==> config.mk <==
export PLATFORM = sky130hd
export DESIGN_NAME = dmem_arbiter
export DESIGN_NICKNAME = d
export VERILOG_FILES = /design/src/rtl/dmem_pkg.sv /design/src/rtl/dmem_lane.sv /design/src/rtl/dmem_arbiter.sv
export SDC_FILE = /design/constraint.sdc
export NUM_CORES = 1
export LEC_CHECK = 0
export ABC_AREA = 1
export CORE_AREA = 2 2 229 231
export DETAILED_ROUTE_END_ITERATION = 8
export DIE_AREA = 0 0 231 233
export PLACE_DENSITY = 0.57
export SKIP_CTS_REPAIR_TIMING = 1
export SYNTH_ARGS = -nofsm -noshare
export SYNTH_HDL_FRONTEND = slang
export SYNTH_SLANG_ARGS = --single-unit
==> constraint.sdc <==
create_clock -name clk -period 5.1 [get_ports clk]
set_input_delay 1.02 -clock clk [delete_from_list [all_inputs] [get_ports clk]]
set_output_delay 1.02 -clock clk [all_outputs]
set_load 0.05 [all_outputs]
==> src/rtl/dmem_pkg.sv <==
// dmem_pkg: shared size encodings, FSM states and default memory depth for the data-memory arbiter
package dmem_pkg;
   localparam logic [1:0] SZ_B = 2'd0;
   localparam logic [1:0] SZ_H = 2'd1;
   localparam logic [1:0] SZ_W = 2'd2;
   localparam logic [1:0] SZ_D = 2'd3;
   localparam int DMEM_SIZE = 9192;
   typedef enum logic [1:0] {IDLE, ACCESS, WRITE, RESP} state_t;
endpackage

==> src/rtl/dmem_lane.sv <==
// dmem_lane: byte-lane extract/extend for loads and low-byte merge for sub-word stores
//   size, uns     : access size encoding and zero-extend flag
//   mem_dw, wdata : doubleword read from memory, right-justified store data
//   load_val      : extended load result
//   store_dw      : mem_dw with its low 2^size bytes replaced from wdata
module dmem_lane import dmem_pkg::*; (
   input  logic [1:0]  size,
   input  logic        uns,
   input  logic [63:0] mem_dw,
   input  logic [63:0] wdata,
   output logic [63:0] load_val,
   output logic [63:0] store_dw
);
   always_comb begin
      load_val = size == SZ_B ? {{56{~uns & mem_dw[7]}}, mem_dw[7:0]} :
                 size == SZ_H ? {{48{~uns & mem_dw[15]}}, mem_dw[15:0]} :
                 size == SZ_W ? {{32{~uns & mem_dw[31]}}, mem_dw[31:0]} : mem_dw;
      store_dw = size == SZ_B ? {mem_dw[63:8], wdata[7:0]} :
                 size == SZ_H ? {mem_dw[63:16], wdata[15:0]} :
                 size == SZ_W ? {mem_dw[63:32], wdata[31:0]} : wdata;
   end
endmodule

==> src/rtl/dmem_arbiter.sv <==
// dmem_arbiter: two-port round-robin load/store sequencer in front of a 64-bit byte-addressed memory
//   p0_*/p1_*            : requester ports (req/we/addr/size/unsigned/wdata in, ack/err/rdata out)
//   mem_addr/rw/wdata    : registered memory controls, stable through ACCESS/WRITE
//   mem_rdata            : combinational memory read data
module dmem_arbiter import dmem_pkg::*; #(
   parameter int SIZE = DMEM_SIZE
) (
   input  logic        clk,
   input  logic        rst,
   input  logic        p0_req,
   input  logic        p0_we,
   input  logic [63:0] p0_addr,
   input  logic [1:0]  p0_size,
   input  logic        p0_unsigned,
   input  logic [63:0] p0_wdata,
   output logic        p0_ack,
   output logic        p0_err,
   output logic [63:0] p0_rdata,
   input  logic        p1_req,
   input  logic        p1_we,
   input  logic [63:0] p1_addr,
   input  logic [1:0]  p1_size,
   input  logic        p1_unsigned,
   input  logic [63:0] p1_wdata,
   output logic        p1_ack,
   output logic        p1_err,
   output logic [63:0] p1_rdata,
   output logic [63:0] mem_addr,
   output logic        mem_rw,
   output logic [63:0] mem_wdata,
   input  logic [63:0] mem_rdata
);
   state_t state;
   logic last, gnt, we, uns, ack, err, sel, s_we, s_uns;
   logic [1:0] size, s_size;
   logic [63:0] rdata, s_addr, s_wdata, load_val, store_dw;
   always_comb begin
      sel = p0_req & p1_req ? ~last : p1_req;
      s_we = sel ? p1_we : p0_we;
      s_addr = sel ? p1_addr : p0_addr;
      s_size = sel ? p1_size : p0_size;
      s_uns = sel ? p1_unsigned : p0_unsigned;
      s_wdata = sel ? p1_wdata : p0_wdata;
   end
   assign p0_ack = ack & ~gnt;
   assign p1_ack = ack & gnt;
   assign p0_err = err & ~gnt;
   assign p1_err = err & gnt;
   assign p0_rdata = gnt ? '0 : rdata;
   assign p1_rdata = gnt ? rdata : '0;
   // mem_wdata doubles as the latched store data until WRITE overwrites it with the merge
   dmem_lane u_lane (
      .size(size),
      .uns(uns),
      .mem_dw(mem_rdata),
      .wdata(mem_wdata),
      .load_val(load_val),
      .store_dw(store_dw)
   );
   always_ff @(posedge clk) begin
      if (rst) begin
         state <= IDLE;
         last <= 1'b1;
         gnt <= 1'b0;
         we <= 1'b0;
         uns <= 1'b0;
         size <= SZ_B;
         ack <= 1'b0;
         err <= 1'b0;
         rdata <= '0;
         mem_addr <= '0;
         mem_rw <= 1'b0;
         mem_wdata <= '0;
      end else begin
         case (state)
            IDLE: if (p0_req | p1_req) begin
               gnt <= sel;
               last <= sel;
               we <= s_we;
               uns <= s_uns;
               size <= s_size;
               if (s_addr > 64'(SIZE - 8)) begin
                  state <= RESP;
                  ack <= 1'b1;
                  err <= 1'b1;
               end else begin
                  state <= ACCESS;
                  mem_addr <= s_addr;
                  mem_rw <= s_we && s_size == SZ_D;
                  mem_wdata <= s_wdata;
               end
            end
            ACCESS: if (we && size != SZ_D) begin
               state <= WRITE;
               mem_rw <= 1'b1;
               mem_wdata <= store_dw;
            end else begin
               state <= RESP;
               mem_rw <= 1'b0;
               ack <= 1'b1;
               rdata <= we ? '0 : load_val;
            end
            WRITE: begin
               state <= RESP;
               mem_rw <= 1'b0;
               ack <= 1'b1;
            end
            RESP: begin
               state <= IDLE;
               ack <= 1'b0;
               err <= 1'b0;
               rdata <= '0;
            end
            default: state <= IDLE;
         endcase
      end
   end
endmodule

======== After elaboration in Yosys (flattened, before gate mapping) ========
Index checks and enable logic that the tools add are counted.
Widths: inputs -> output; s select.
cells by class
  $lt $le $gt $ge ......................... 1
  equality and inequality tests ........... 15
  mux-type cells .......................... 34
  bitwise gates (word level) .............. 14
  reductions and logical operators ........ 18
operators by type and width
  operator              number
  $mux 64               15
  $pmux 64 s2           2
  $gt 64x14->1 const B  1
  $reduce_and 5->1      3
  $ne 2x2->1 const B    6
  $reduce_and 3->1      4
  $mux 1                10
  $and 1x1->1           8
  $eq 2x2->1 const B    4
  $pmux 2 s4            1
  $mux 2                3
  $reduce_bool 2->1     3
  $not 1->1             5
  $eq 2x1->1 const B    2
  $logic_not 2->1       2
  $ne 4x1->1 const B    1
  $pmux 1 s4            1
  $reduce_and 2->1      2
  $reduce_and 4->1      1
  $ne 3x1->1 const B    1
  $pmux 1 s3            1
  $reduce_bool 3->1     1
  $logic_and 1x1->1     2
  $ne 2x1->1 const B    1
  other kinds (2)       2
storage, ports and cells
  register bits ........................... 203
  input port bits ......................... 332
  output and inout bits ................... 261
  word-level logic and storage cells ...... 97

======== Logic depth before layout (Yosys ltp) ========
Gate-level depths: netlist of the first run.
  depth in word-level cells ............... 8
  gate-level depth with buffers ........... 19
  gate-level depth less buffers ........... 16

======== Cells and area by module ========
A second synthesis of the first run with hierarchy kept.
unflattened totals
  cell total of the unflattened synthesis .. 2067
  area, all modules ....................... 12776.0 um^2
by module, submodules not included
  module        times used  cells an instance  area an instance (um^2)  sequential area each (um^2)
  dmem_arbiter  1           1751               11046.8                  4063.9
  dmem_lane     1           316                1729.2                   0.0

======== Least setup slack after synthesis of the first run ========
Ideal clock, no wire load.
  path kind ............................... input to register
  start point ............................. in p0_req
  end point ............................... reg mem_wdata[54]
  library setup time ...................... 110 ps
  arrival time ............................ 2736 ps
  required time ........................... 4990 ps
  path slack .............................. 2254 ps
  stages .................................. 18
  path buffers ............................ 4
  path through ............................ nand2_1 nand2_2 buf_6 buf_2 nand2_1 nand2_1 nor2_1 nand2_1 nor2_1 nand2_1 nor2_1 nand3_2 nand2_2 buf_4 buf_2 nand4_1 nand2_1 nor2_1
between the ends
  word-level cells in the longest chain between the ends .. 6
  elaborated cells on any way between the ends .. 12
  classes of those cells .................. order compare: 1; eq/ne: 2; mux: 6; bitwise: 2; reduce/logical: 1
RTL lines
  item                                                              line                                    source
  from (decl)                                                       dmem_arbiter.sv:10                      input logic p0_req,
  $and 1x1->1                                                       dmem_arbiter.sv:38                      sel = p0_req & p1_req ? ~last : p1_req;
  $mux 1                                                            dmem_arbiter.sv:38
  $mux 64 (on tied branches)                                        dmem_arbiter.sv:40, dmem_arbiter.sv:43
  $gt 64x14->1 or $mux 64 (tied branches)                           dmem_arbiter.sv:82                      if (s_addr > 64'(SIZE - 8)) begin
  $ne 2x2->1 (no source line) or $mux 64 (tied branches)            -
  $reduce_and 5->1 (no source line) or $pmux 64 s2 (tied branches)  -
  to (signal assigned)                                              dmem_arbiter.sv:90                      mem_wdata <= s_wdata;
  to (signal assigned)                                              dmem_arbiter.sv:96                      mem_wdata <= store_dw;
  to (decl)                                                         dmem_arbiter.sv:30                      output logic [63:0] mem_wdata,
Several ways; a longest one is shown, not always the timed one. The select of a mux whose other input is x is not followed.
A chain may end at the register's enable or synchronous reset.

======== Worst setup path in the final report of the first run ========
  start point ............................. in p0_req
  end point ............................... reg mem_wdata[34]
Same word-level chain as after synthesis.

==> out/metrics.csv, run 1 <==
stage,metric,value,unit
run,max-capacitance violation count,0,
grt,pin count of the biggest net entering global routing,96,
worst_setup_path,CP Max Fanout,95,
synth,top cell type's share of synthesized area,34.69,%
synth,post-synth top area cell,dfxtp_1,
synth,"Avg Cell Area, Syn",5.860,µm²
grt,initial antenna violation count,7,
worst_setup_path,Startpoint Class,primary input,
floorplanning,starting density of the core,22.93,%
timing,Final Hold Fails,0,
timing,achievable frequency,239.4,MHz
finish,P&R area growth vs syn,61.68,%
synth,Mapped Cells,1999,
route,DR vias/cell,4.396,
grt,total track usage,19.16,%
worst_setup_path,"Critical Path, Cell by Cell",clkdlybuf4s50_1 -> nand2_1 -> nand2_8 -> clkinv_2 -> nand2_1 -> nand3_1 -> nor2_1 -> nand2_1 -> nor2_1 -> nand3_2 -> nand2_2 -> nand3_2 -> nand2_1 -> inv_1 -> nor2_1,
synth,ys async rst share,0,%
route,total wire length,53800,µm
floorplanning,# IOs,593,
worst_setup_path,r2r setup slk,1470,ps
clocking,CTS Buf Count,25,
synth,Yosys warning count,0,
worst_setup_path,Worst path most repeated cell,nand2_1,
route,DRT Pass-1 Iters,4,
power,VDD IR-drop max,0.1978,mV
timing,RSZ-0062 raised after global routing,false,
floorplanning,core area,51090,µm²
grt,first-pass GRT wire length,80260,µm
synth,Mapped Nets,2334,
synth,#FFs+latches synth,203,
timing,Tcrit/Tclk final,81.92,%
timing,Final Critical Period,4178,ps
worst_setup_path,reg-to-reg startpoint,state[1],
clocking,CTS tree,yes,
grt,vias in the first global route,13460,
clocking,H-tree Lvls,1,
floorplanning,Die H,233,µm
place,PortBufs,592,
finish,# nets final,2846,
synth,Post-synth top cells,"572 x nand2_1, 373 x inv_1, 211 x nor2_1",
hold_path,worst hold stages,2,
finish,cell area after layout,18940,µm²
place,Area after DPL,18160,µm²
floorplanning,Chip Width,231,µm
clocking,clock-pin slew on the worst setup and hold paths,60,ps
worst_setup_path,Setup CP Type,in2reg,
finish,layout cell share with drive strength beyond 1,3.282,%
place,routability cong.,0.9264,
timing,Worst-Margin Slew,1232,ps
route,vias post-DR,14120,
floorplanning,row count,83,
worst_setup_path,Critical-path top delay cell,nand3_2,
synth,Unique masters post-synth,25,
clocking,root buf cell,clkbuf_16,
power,Power Density,508.2,nW/µm²
place,placed cells,3164,
worst_setup_path,CP required,5550,ps
worst_setup_path,crit end category,flop,
synth,ys flop type,dfxtp_1,
worst_setup_path,Critical Path AT,4630,ps
hold_path,worst hold path startpoint,mem_addr[0],
synth,"top cells by area, synth","dfxtp_1 35%, nand2_1 18%, inv_1 12%",
route,DRC,0,
synth,Post-synth EDFFs,0,
power,final total power,9.625,mW
timing,PnR worst setup slack,922.2,ps
route,remaining antenna violation count,0,
timing,Final TNS setup,0,ps
power,LEAKAGE,8.858,nW
route,1st-iter DRT viols,727,
place,post-DP HPWL,40800,µm
timing,Final setup violation count,0,
worst_setup_path,crit-path max cell delay,650,ps
outcome,status,finished clean,
synth,Post-Syn Area,11710,µm²
worst_setup_path,CP bufs+invs,3,
floorplanning,die area,53820,µm²
finish,Non-Filler Instances,3213,
synth,sequential share of the synthesized area,34.69,%
grt,gr ovfl total,0,
worst_setup_path,Top Family by Delay on Critical Path,simple AND/OR/NAND/NOR gates,
clocking,Max clock buf depth,3,
timing,Pins Over Slew Limit,0,
timing,max_slew headroom,17.80,%
clocking,clk sinks,203,
worst_setup_path,FF-to-FF End,rdata[45],
clocking,worst skew pair latency,530,ps
worst_setup_path,FF-to-FF path depth,12,
timing,clock skew,19.81,ps
hold_path,Hold Path End,mem_addr[0],
synth,most common cell in the netlist,nand2_1,
hold_path,Hold/Removal Path Class,reg2reg,
route,Routed WL per cell,16.74,µm
place,pre-CTS setup slack,277.0,ps
layer usage:
layer	routed length [µm]	GRT usage (%)	share of wire, %
met2	25860	33.46	48
met4	1619	6.048	3.0
met1	22230	22.67	41
met5	34	0	0.063
met3	4052	5.245	7.5
layout by cell type (no fill, tap or decap), types with 4 or more instances in the layout:
cell / netlist / final
a21oi_1: 62 / 61
a22oi_1: 10 / 10
a31oi_1: 29 / 28
buf_4: 3 / 24
clkbuf_1: 81 / 7
clkbuf_16: 0 / 25
clkbuf_8: 0 / 5
clkdlybuf4s50_1: 0 / 591
clkinv_2: 0 / 8
dfxtp_1: 203 / 202
diode_2: 0 / 4
inv_1: 373 / 371
nand2_1: 572 / 572
nand3_1: 145 / 145
nand3_2: 4 / 4
nand3b_1: 6 / 6
nand4_1: 60 / 60
nor2_1: 211 / 210
o21ai_0: 159 / 159
o21ai_1: 17 / 17
logic make-up after synthesis:
family,after synthesis,share of synthesized area [%]
adder cells (fa/ha/maj),3,0.3205
flip-flops,203,34.69
multiplexers,3,0.2564
buffers and inverters,508,16.79
AND/OR/NAND/NOR,1005,35.58
AO/OA/AOI/OAI,277,12.36
worst register-to-register path, delay by kind of cell (launching register included):
kind	cells	cell delay (ps)
AOI/OAI and AO/OA	4	890
adders and majority gates	1	680
buffers and inverters	4	340
DFF	1	330
and+or+nand+nor	3	1300
sequential cells by signal, indices dropped and copies added, names as in the netlist:
name       cells
mem_wdata     64
mem_addr      64
ack            1
err            1
gnt            1
mem_rw         1
we             1
state          2
size           2
uns            1
last           1
rdata         64
metrics by stage:
step	hold slack, ps	util (%)
3_3_place_gp	436.3	35.54
2_1_floorplan	428.7	-
4_1_cts	450.5	37.05
3_5_place_dp	436.8	35.54
6_report	449.5	37.07
5_1_grt	465.7	37.07
worst max-delay path by stage:
stage                     startpoint             to  slack [ps]  depth (start not counted)
after floorplan               p0_req  mem_wdata[54]        2250                         18
after global placement        p0_req  mem_wdata[33]         440                         17
after detailed placement      p0_req  mem_wdata[50]         280                         15
after CTS                     p0_req  mem_wdata[34]         830                         15
after global routing          p0_req  mem_wdata[38]         380                         17
final                         p0_req  mem_wdata[34]         920                         15
power by group:
group	internal (mW)	leakage (nW)	switching, mW	total (mW)
sequential	2.03	1.65	0.378	2.41
clock	0.978	0.386	0.720	1.70
combinational	1.73	6.82	3.79	5.52
total	4.73	8.86	4.89	9.62
layout make-up:
type	instances	area [µm²]
clock inverters	8	50.05
multi-input cells	1288	5718
diodes	4	10.01
flip-flops and latches	203	4068
fillers	5529	32160
clock buffers	37	720.7
repair buffers	616	6101
well taps	680	850.8
inverters	377	1420
Power figures use the tool's default switching activity.
==> run 2: changes to the inputs <==
--- a/config.mk
+++ b/config.mk
@@ -6,10 +6,10 @@
 export NUM_CORES = 1
 export LEC_CHECK = 0
 export ABC_AREA = 1
-export CORE_AREA = 2 2 229 231
+export CORE_AREA = 2 2 231 233
 export DETAILED_ROUTE_END_ITERATION = 8
-export DIE_AREA = 0 0 231 233
-export PLACE_DENSITY = 0.57
+export DIE_AREA = 0 0 233 235
+export PLACE_DENSITY = 0.56
 export SKIP_CTS_REPAIR_TIMING = 1
 export SYNTH_ARGS = -nofsm -noshare
 export SYNTH_HDL_FRONTEND = slang
==> constraint.sdc (replaced) <==
create_clock -name clk -period 4.1 [get_ports clk]
set_input_delay 0.82 -clock clk [delete_from_list [all_inputs] [get_ports clk]]
set_output_delay 0.82 -clock clk [all_outputs]
set_load 0.05 [all_outputs]
==> run 2 against run 1 <==
  * Via count is 1.3% higher
  * Sequential share of layout area is 0.32 points lower
  * Total power is 28% higher
  * Highest routed layer is now met4
  * Final cell count is 0.68% higher
  * Global-route usage hardly changed
==> out/metrics.csv, run 2 (same netlist as run 1, synthesis figures left out) <==
stage,metric,value,unit,change
floorplanning,die area,54760,µm²,+1.7%
finish,cell area after layout,19230,µm²,+1.5%
worst_setup_path,Setup CP Type,reg2out,,
finish,area of the multi-input gates,5718,µm²,unchanged
finish,P&R area growth vs syn,64.15,%,
finish,register area,4068,µm²,unchanged
hold_path,Hold/Removal Path Class,reg2reg,,
grt,initial antenna violation count,7,,unchanged
floorplanning,core area,52240,µm²,+2.2%
outcome,status,finished clean,,
clocking,clock-pin slew on the worst setup and hold paths,50,ps,about the same
route,Routed WL per cell,16.95,µm,+1.2%
clocking,H-tree Lvls,1,,unchanged
worst_setup_path,reg-to-reg startpoint,size[0],,
worst_setup_path,CP bufs+invs,3,,unchanged
finish,top flop regs,"mem_addr: 64 flops, mem_wdata: 64 flops, rdata: 64 flops",,
clocking,worst skew pair latency,540,ps,about the same
power,LEAKAGE,8.988,nW,+1.5%
worst_setup_path,Critical-path top delay cell,clkdlybuf4s50_1,,
worst_setup_path,crit end category,output pin,,
worst_setup_path,Critical Path AT,2650,ps,-1980 ps
route,DRC,0,,unchanged
clocking,Max clock buf depth,3,,unchanged
power,cell internal pwr,6.201,mW,+31%
place,routability cong.,0.9166,,-1.1%
power,NetSw,6.140,mW,+25%
timing,hold_ws,445.1,ps,-4.391 ps
place,Area after DPL,18340,µm²,+1.0%
power,Reg power frac,24.0,%,-1.0 points
timing,Pins Over Slew Limit,0,,unchanged
timing,max_slew headroom,21.42,%,+3.6 points
timing,Final Critical Period,3467,ps,
timing,Final Hold Fails,0,,unchanged
route,DR vias/cell,4.422,,+0.61%
worst_setup_path,CP Max Fanout,64,,-33%
timing,Worst-Margin Slew,1176,ps,-55.81 ps
place,PortBufs,592,,unchanged
clocking,CTS Buf Count,27,,+8.0%
timing,Tcrit/Tclk final,84.57,%,
place,post-DP HPWL,41530,µm,+1.8%
clocking,root buf cell,clkbuf_16,,
hold_path,worst hold path startpoint,mem_addr[10],,
floorplanning,row count,84,,+1.2%
finish,most frequent cells in the layout,"591 x clkdlybuf4s50_1, 572 x nand2_1, 371 x inv_1",,
clocking,CTS tree,yes,,
floorplanning,# IOs,593,,unchanged
worst_setup_path,Startpoint Class,flop,,
clocking,clk sinks,203,,unchanged
timing,achievable frequency,288.4,MHz,
place,pre-CTS setup slack,214.4,ps,-62.52 ps
grt,total track usage,19.11,%,-0.041 points
power,VDD IR-drop max,0.2482,mV,+26%
worst_setup_path,r2r setup slk,930,ps,-540 ps
hold_path,worst hold stages,2,,unchanged
finish,"commonest non-fill, non-tap cell in the layout",clkdlybuf4s50_1,,
timing,clock skew,17.42,ps,-2.383 ps
timing,Final TNS setup,0,ps,unchanged
route,vias post-DR,14310,,+1.3%
finish,FILL cells,5608,,+1.4%
route,1st-iter DRT viols,706,,-2.9%
worst_setup_path,crit-path max cell delay,800,ps,+150 ps
floorplanning,starting density of the core,22.43,%,-0.50 points
worst_setup_path,CP required,3280,ps,-2270 ps
floorplanning,Die H,235,µm,+0.86%
grt,first-pass GRT wire length,81460,µm,+1.5%
run,max-capacitance violation count,0,,unchanged
timing,Final setup violation count,0,,unchanged
timing,PnR worst setup slack,632.6,ps,-289.5 ps
power,Logic pwr share,56.9,%,-0.5 points
finish,layout cell share with drive strength beyond 1,3.895,%,+0.61 points
power,Sw Ratio,49.75,%,-1.1 points
power,Clock power frac,19.1,%,+1.5 points
hold_path,Hold Path End,mem_addr[10],,
grt,pin count of the biggest net entering global routing,69,,-28%
worst_setup_path,Top Family by Delay on Critical Path,buffers and inverters,,
finish,# nets final,2861,,+0.53%
route,remaining antenna violation count,0,,unchanged
timing,RSZ-0062 raised after global routing,false,,
worst_setup_path,FF-to-FF End,rdata[56],,
route,total wire length,54830,µm,+1.9%
grt,gr ovfl total,0,,unchanged
grt,vias in the first global route,13780,,+2.4%
power,Power Density,641.8,nW/µm²,+26%
route,DRT Pass-1 Iters,5,,+1
worst_setup_path,FF-to-FF path depth,8,,-4
floorplanning,Chip Width,233,µm,+0.87%
worst_setup_path,"Critical Path, Cell by Cell",buf_12 -> nand2_1 -> inv_1 -> clkdlybuf4s50_1,,
run 2: area by class of cell:
cell class	count	share of cell area, %
clock buffer	35	3.878
antenna	5	0.06507
sequential	203	21.15
clock inverter	10	0.6767
tap	688	4.477
multi-input combinational	1288	29.74
timing repair buffer	629	32.63
inverter	377	7.385
run 2: worst max-delay path by stage:
stage,start,end,cells after the start
2_1_floorplan,p0_req,mem_wdata[54],18
5_1_grt,p0_req,mem_wdata[25],17
3_3_place_gp,p1_req,mem_wdata[28],17
4_1_cts,gnt,p1_rdata[57],4
3_5_place_dp,p0_req,mem_wdata[59],19
6_report,gnt,p1_rdata[46],4
run 2: worst reg2reg max path, cell delays in order (launching register included):
cell and delay [ps]:
dfxtp_1 520, nand2_1 360, a21oi_1 330, inv_2 60
o21ai_1 130, nand2_1 210, nor2_1 280, nand2_1 740
a31oi_1 460
run 2: routing by layer:
metal | up-vias | wire (µm) | GRT usage [%]
met1 | 6493 | 22330 | 22.81
met4 | 0 | 1647 | 5.925
met5 | - | 0 | 0
met2 | 534 | 26510 | 33.39
li1 | 7195 | - | -
met3 | 84 | 4344 | 4.769
run 2: power groups by stage:
stage / combinational (mW) / clock [mW] / sequential [mW]
after CTS: 7.11 / 2.45 / 2.96
after global placement: 7.05 / 0 / 2.98
after floorplan: 3.70 / 0 / 3.72
final: 7.02 / 2.36 / 2.96
after global routing: 7.63 / 2.53 / 3.03
after detailed placement: 7.08 / 0 / 3.00
run 2: per-stage QoR:
step | utilization [%] | cells | power, mW
global route | 36.81 | 3235 | 13.19
floorplan | - | 1999 | 7.419
global placement | 35.11 | 3185 | 10.03
finish | 36.81 | 3235 | 12.34
detailed placement | 35.11 | 3185 | 10.09
CTS | 36.79 | 3230 | 12.52
